**src/rtl/uart_rx_ctrl.sv**
```systemverilog
// UART receive sequencer: oversample tick, start-bit validation, LSB-first byte
// assembly, and a one-entry valid/ready output buffer with framing/overrun flags.
module uart_rx_ctrl #(
    parameter int BAUD_DIV   = 27,
    parameter int OVERSAMPLE = 16,
    parameter int DATA_BITS  = 8
) (
    input  logic                 Clk,
    input  logic                 Rst,
    input  logic                 Din,
    output logic [DATA_BITS-1:0] DataOut,
    output logic                 Valid,
    input  logic                 Ready,
    output logic                 FrameErr,
    output logic                 Overrun,
    output logic                 Busy,
    output logic [1:0]           StateDbg_o
);

    localparam int TW = $clog2(BAUD_DIV);
    localparam int SW = $clog2(OVERSAMPLE);
    localparam int BW = $clog2(DATA_BITS);
    localparam logic [TW-1:0] TICK_LAST = TW'(BAUD_DIV - 1);
    localparam logic [SW-1:0] SMP_MID   = SW'(OVERSAMPLE / 2 - 1);
    localparam logic [SW-1:0] SMP_LAST  = SW'(OVERSAMPLE - 1);
    localparam logic [BW-1:0] BIT_LAST  = BW'(DATA_BITS - 1);

    // Handshake: the byte on DataOut is transferred at a Clk edge where Valid && Ready;
    // Valid stays high and DataOut stays stable until then (or until a same-edge reload).

    typedef enum logic [1:0] {IDLE = 2'd0, START = 2'd1, DATA = 2'd2, STOP = 2'd3} state_e;

    state_e               state_q, state_d;
    logic                 din_s1_q, din_s_q, din_d_q;
    logic [TW-1:0]        tick_cnt_q, tick_cnt_d;
    logic [SW-1:0]        smp_cnt_q, smp_cnt_d;
    logic [BW-1:0]        bit_cnt_q, bit_cnt_d;
    logic [DATA_BITS-1:0] shift_q, shift_d, data_q, data_d;
    logic                 valid_q, valid_d, ferr_q, ferr_d, ovr_q, ovr_d;
    logic                 fall, tick, busy;

    assign fall = din_d_q & ~din_s_q;
    assign tick = (state_q != IDLE) && (tick_cnt_q == TICK_LAST);

    // State register plus datapath registers; synchronizer resets to the idle-high level
    // so leaving reset never looks like a start edge.
    always_ff @(posedge Clk) begin
        if (Rst) begin
            state_q    <= IDLE;
            din_s1_q   <= 1'b1;
            din_s_q    <= 1'b1;
            din_d_q    <= 1'b1;
            tick_cnt_q <= '0;
            smp_cnt_q  <= '0;
            bit_cnt_q  <= '0;
            shift_q    <= '0;
            data_q     <= '0;
            valid_q    <= 1'b0;
            ferr_q     <= 1'b0;
            ovr_q      <= 1'b0;
        end else begin
            state_q    <= state_d;
            din_s1_q   <= Din;
            din_s_q    <= din_s1_q;
            din_d_q    <= din_s_q;
            tick_cnt_q <= tick_cnt_d;
            smp_cnt_q  <= smp_cnt_d;
            bit_cnt_q  <= bit_cnt_d;
            shift_q    <= shift_d;
            data_q     <= data_d;
            valid_q    <= valid_d;
            ferr_q     <= ferr_d;
            ovr_q      <= ovr_d;
        end
    end

    always_comb begin
        state_d = state_q;
        case (state_q)
            IDLE:    if (fall) state_d = START;
            START:   if (tick && smp_cnt_q == SMP_MID) state_d = din_s_q ? IDLE : DATA;
            DATA:    if (tick && smp_cnt_q == SMP_LAST && bit_cnt_q == BIT_LAST) state_d = STOP;
            STOP:    if (tick && smp_cnt_q == SMP_LAST) state_d = IDLE;
            default: state_d = IDLE;
        endcase
    end

    always_comb begin
        busy       = (state_q != IDLE);
        tick_cnt_d = (!busy || tick) ? '0 : tick_cnt_q + 1'b1;
        smp_cnt_d  = smp_cnt_q;
        bit_cnt_d  = bit_cnt_q;
        shift_d    = shift_q;
        data_d     = data_q;
        ferr_d     = 1'b0;
        valid_d    = valid_q && !Ready;
        ovr_d      = ovr_q && !(valid_q && Ready);
        case (state_q)
            IDLE: if (fall) smp_cnt_d = '0;
            START: if (tick) begin
                smp_cnt_d = smp_cnt_q + 1'b1;
                if (smp_cnt_q == SMP_MID && !din_s_q) begin
                    smp_cnt_d = '0;
                    bit_cnt_d = '0;
                end
            end
            DATA: if (tick) begin
                smp_cnt_d = smp_cnt_q + 1'b1;
                if (smp_cnt_q == SMP_LAST) begin
                    smp_cnt_d = '0;
                    shift_d   = {din_s_q, shift_q[DATA_BITS-1:1]};
                    bit_cnt_d = (bit_cnt_q == BIT_LAST) ? '0 : bit_cnt_q + 1'b1;
                end
            end
            STOP: if (tick) begin
                smp_cnt_d = smp_cnt_q + 1'b1;
                if (smp_cnt_q == SMP_LAST) begin
                    smp_cnt_d = '0;
                    // A full buffer only loads if it is being drained on this same edge.
                    if (!din_s_q) ferr_d = 1'b1;
                    else if (!valid_q || Ready) begin
                        data_d  = shift_q;
                        valid_d = 1'b1;
                    end else ovr_d = 1'b1;
                end
            end
            default: ;
        endcase
    end

    assign DataOut    = data_q;
    assign Valid      = valid_q;
    assign FrameErr   = ferr_q;
    assign Overrun    = ovr_q;
    assign Busy       = busy;
    assign StateDbg_o = state_q;

endmodule

```
**config.mk**
```make
export PLATFORM = sky130hd
export DESIGN_NAME = uart_rx_ctrl
export DESIGN_NICKNAME = d
export VERILOG_FILES = /design/src/rtl/uart_rx_ctrl.sv
export SDC_FILE = /design/constraint.sdc
export NUM_CORES = 1
export LEC_CHECK = 0
export CAP_MARGIN = 15
export CORE_UTILIZATION = 50
export DETAILED_ROUTE_END_ITERATION = 10
export PLACE_DENSITY = 0.72
export SETUP_SLACK_MARGIN = 0.3
export SYNTH_ARGS = -nofsm -noshare
export SYNTH_HDL_FRONTEND = slang
export SYNTH_SLANG_ARGS = --single-unit
export TNS_END_PERCENT = 100
```
**constraint.sdc**
```tcl
create_clock -name Clk -period 2.8 [get_ports Clk]
set_input_delay 0.7 -clock Clk [delete_from_list [all_inputs] [get_ports Clk]]
set_output_delay 0.7 -clock Clk [all_outputs]
set_load 0.01 [all_outputs]
```
Yosys cells after proc, flatten, opt, wreduce, memory -nomap -nowiden. Index checks and enable logic that the tools add are counted.

Register bits: 36. Output and inout port bits: 14.

Add/sub/neg operators: 3. Equal/unequal tests: 16. Muxes and demuxes: 29. Bitwise operators: 5. Reductions and logical operators: 26.

Operators by type and width (number): $mux 4 (5); $ne 2x2->1 const B (8); $mux 3 (5); $pmux 4 s3 (1); $mux 1 (11); $mux 2 (5); $reduce_and 5->1 (2); $logic_and 1x1->1 (8); $pmux 2 s4 (1); $pmux 3 s2 (1); $reduce_and 3->1 (2); $add 5x1->5 const B (1); $eq 5x5->1 const B (1); $logic_not 1->1 (5); $add 4x1->4 const B (1); $eq 2x2->1 const B (2); $eq 4x3->1 const B (1); $eq 4x4->1 const B (1); $not 1->1 (4); $reduce_and 4->1 (1); $reduce_bool 2->1 (2); $reduce_or 2->1 (2); $reduce_or 4->1 (1); $add 3x1->3 const B (1); 6 further kinds (7).

Longest topological paths before layout.
Depth after elaboration: 8. Gate-level depth with buffers: 7.

Worst setup path after synthesis. No wires, ideal clock.

Path type: register to register. From: register state_q[0] (netlist: StateDbg_o[0]). To: register bit_cnt_q[2]. Library setup time: 0.128 ns. Arrival: 1.564 ns. Path slack: 1.108 ns. Cell stages (with the launch flop): 6. Clock period less this slack: 1.692 ns. Cells stage by stage: dfxtp_1 -> buf_2 -> or4b_4 -> a211oi_4 -> mux2i_1 -> nor2_1.

Word-level cells in the longest chain between the ends: 4. Elaborated cells between the ends (all ways): 11. Those cells by class: 6 x eq/ne; 1 x mux; 4 x reduce/logical.

RTL lines: start: declaration (RTL line 33) `state_e state_q, state_d;`; start signal: assignment (RTL line 62) `state_q <= state_d;`; $reduce_bool 2->1 (RTL line 43) `assign tick = (state_q != IDLE) && (tick_cnt_q == TICK_LAST);`; $logic_and 1x1->1 (RTL line 43); $ne 2x2->1 (no line); $reduce_and 5->1 (no line); end signal: assignment (RTL line 68) `bit_cnt_q <= bit_cnt_d;`; end: declaration (RTL line 37) `logic [BW-1:0] bit_cnt_q, bit_cnt_d;`.

Several ways; a longest one is shown, not always the timed one. A chain may end at the register's enable or synchronous reset.

==> results.md <==
* Outcome: finished, final reports clean
* CTS Buffer Depth at 2
* Chip Height at just under 60 um
* Period minus WS final at 2.39 ns
* Post-synthesis register bit count at 36
* Multi-input gate area at approximately 800 sq um
* Crit path capture type: output pin
* Sequential share of power at between 60 and 70%
* Clock power share at between 30% and 40%
* Worst Path Required at around 2.1 ns
* Largest net degree at the start of global routing at 40
* Max Clk Rate at ~0.42 GHz
* Drt first pass iters at 4
* Comb pwr share at between 3 and 4%
* Io pins at 18
* Diode count at 0
* Worst r2r dst: DataOut[0]
* Core Region at roughly 0.0031 sq mm
* Kind of start point of the critical path: register
* Detailed-route via count at 1,160
* Synth-to-Final Area Change at 14.3%
* Worst-path cell chain: nor2_1 > inv_2 > clkdlybuf4s50_1
* Reg2reg setup slack at approximately 0.73 ns
* Pre-CTS setup slack at 0.602 ns
* Worst-margin pin slew at ~0.65 ns
* Slowest CP cell: dfxtp_1
* Worst endpoint data arrival time at roughly 1.7 ns
* Post-CTS Setup Bufs at 0
* Reported max-cap violation count at 0
* Seq. cell area at around 720 sq um
* Iteration-0 DRC Markers at 44
* Htree depth at 2
* # fillers at approximately 270
* First-pass GRT wire length at roughly 4400 um
* Initial antenna violation count at 0
* Port Buffers at 17
* YS warnings at 0
* Final worst-path cycle share at 85.2%
* Switching power at ~0.18 mW
* Crit-path max cell delay at approximately 0.56 ns
* Routed len/inst at about 12 um
* CTS tree: yes
* Setup ws final at 0.414 ns
* Final Max Tran Viols at 0
* GRT Resource Usage Total at 17.4%
* Layout Skew at a little over 0.008 ns
* Nets at 189
* Most frequent cells in the layout: dfxtp_1, nor2_1, nand2b_1, mux2i_1, clkdlybuf4s50_1
* DRT Wirelength at about 2600 um
* Sequential area share after synthesis at between 40% and 50%
* Drt drc at 0
* Switching share of power at 22.5%
* Initial Utilization at between 50% and 60%
* Fin Setup TNS at 0 ns
* Share of cells above drive strength 1 at ~8.9%
* Worst-skew pair later-pin latency at 0.34 ns
* Via density at between 5 and 6
* Die X at 58.7 um
* Reg2Reg Depth at 6
* Vias in the first global route at approximately 1,000
* Root Driver: clkbuf_4
* Post-synth net total at 173
* Antenna Nets Post-Route at 0
* Grt ovf at 0
* Post-DP HPWL at 1860 um
* Commonest non-fill, non-tap cell in the layout: dfxtp_1
* Worst r2r src: tick_cnt_q[0]
* Post-Syn Area per Cell at 9.81 sq um
* Hold path depth at 1
* Internal at just over 0.6 mW
* Max IR drop VDD at between 0.3 and 0.4 mV
* Crit Path Max Fanout at 12
* Max transition margin at a little under three fifths
* RSZ-0062 raised after global routing: false
* Mapped cell area at ~0.0016 sq mm
* HP Start: din_s1_q
* Unique cell type count in the Yosys netlist at just over 40
* Critical path type: reg2out
* Cts bufs inserted at 5
* Clock transition at path regs at approximately 0.1 ns
* Resized cells post-CTS at 0
* Num Clock Sinks at 36
* Power per cell area at about 440 mW/mm^2
* Synthesized instance count at about 160
* DIE AREA at between 0.003 and 0.004 sq mm
* Lkg Pwr at between 0.6 and 0.7 nW
* # rows at 20
* Final setup viols at 0
* Hold EP: din_s_q
* Gp weighted congestion at around 0.86
* Final hold vios at 0
* Worst Hold Class: reg2reg
* Hold-fix buffers, CTS at 0
-- routing by layer --
metal	wire length, um	vias up	track usage (%)
li1	-	596	-
met1	1250	544	20.8
met2	1180	17	27.8
met3	125	3	7.91
met4	28	0	6.12
met5	0	-	0
-- power by group through the flow --
stage	Sequential [mW]	Combinational [mW]	Clock, mW
2_1_floorplan	0.528	0.0231	0
3_3_place_gp	0.531	0.0302	0
3_5_place_dp	0.531	0.0312	0
4_1_cts	0.519	0.0313	0.264
5_1_grt	0.520	0.0337	0.288
6_report	0.519	0.0311	0.254
-- synthesized netlist by cell type --
cell type | instances | area [sq um]
buf_4 | 2 | 15.0
buf_2 | 3 | 15.0
inv_2 | 1 | 3.75
nor3_1 | 3 | 15.0
a2111oi_0 | 1 | 8.76
nor4b_1 | 1 | 8.76
buf_6 | 1 | 11.3
a311oi_1 | 3 | 26.3
dfxtp_1 | 36 | 721
nor2_1 | 18 | 67.6
o21ai_0 | 1 | 5.00
buf_1 | 1 | 3.75
and4b_1 | 1 | 10.0
o22ai_1 | 1 | 6.26
nor4_2 | 1 | 12.5
xor2_1 | 3 | 26.3
clkbuf_1 | 3 | 11.3
nand2_1 | 4 | 15.0
ha_1 | 5 | 62.6
a32o_1 | 1 | 10.0
a21oi_1 | 2 | 10.0
and4_1 | 1 | 8.76
o31ai_1 | 1 | 7.51
xnor2_1 | 2 | 17.5
or3_1 | 1 | 6.26
or2_2 | 3 | 18.8
a31oi_1 | 3 | 18.8
a211oi_4 | 1 | 20.0
mux2i_1 | 17 | 170
nand3_1 | 6 | 30.0
nand4b_4 | 1 | 23.8
nor4bb_1 | 1 | 10.0
inv_1 | 7 | 26.3
o21ai_1 | 1 | 5.00
nand3b_1 | 1 | 7.51
and3_1 | 2 | 12.5
a211oi_1 | 3 | 22.5
nand2b_1 | 18 | 113
nor4_1 | 1 | 6.26
nor2b_1 | 1 | 6.26
or4b_4 | 1 | 13.8
-- registers in the layout (all words and copies together) (netlist names), named ones only --
| signal | count |
|---|---|
| tick_cnt_q | 5 |
| DataOut | 8 |
| smp_cnt_q | 4 |
| shift_q | 8 |
| din_s1_q | 1 |
| Overrun | 1 |
| Valid | 1 |
| FrameErr | 1 |
| bit_cnt_q | 3 |
| din_s_q | 1 |
| din_d_q | 1 |
| StateDbg_o | 1 |
-- metrics by stage --
stage               cells  total power [mW]  hold WS (ns)  util, %  area [sq um]
finish                224             0.804         0.417     60.2          1840
global route          224             0.842         0.438     60.2          1840
CTS                   224             0.814         0.419     60.2          1840
detailed placement    217             0.562         0.394     58.7          1790
global placement      217             0.561         0.400     58.7          1790
floorplan             164             0.551         0.389        -          1610
-- final cells by class --
cell class / count / share of cell area [%]
timing repair buffer: 19 / 10.1
tap: 44 / 2.99
clock buffer: 6 / 2.24
clock inverter: 1 / 0.272
multi-input combinational: 110 / 43.6
sequential: 36 / 39.2
inverter: 8 / 1.63
-- worst max-delay path by stage --
stage	end	startpoint
5_1_grt	Busy	register
3_3_place_gp	DataOut[0]	Ready
4_1_cts	Busy	register
2_1_floorplan	bit_cnt_q[2]	StateDbg_o[0]
6_report	Busy	register
3_5_place_dp	smp_cnt_q[0]	Rst
-- critical path: cells and delay by family, from the launching register on --
family,cells,cell delay (ns)
buffers and inverters,2,0.66
flip-flops,1,0.56
AND/OR/NAND/NOR,1,0.14
-- kinds of logic after synthesis --
logic type	Yosys count	share of synthesized area, %
AO/OA/AOI/OAI	18	8.71
adder cells (fa/ha/maj)	5	3.89
XOR/XNOR	5	2.72
flip-flops	36	44.8
AND/OR/NAND/NOR	65	24.0
multiplexers	17	10.6
buffers and inverters	18	5.36
No activity file was read; power rests on OpenSTA's default activity.
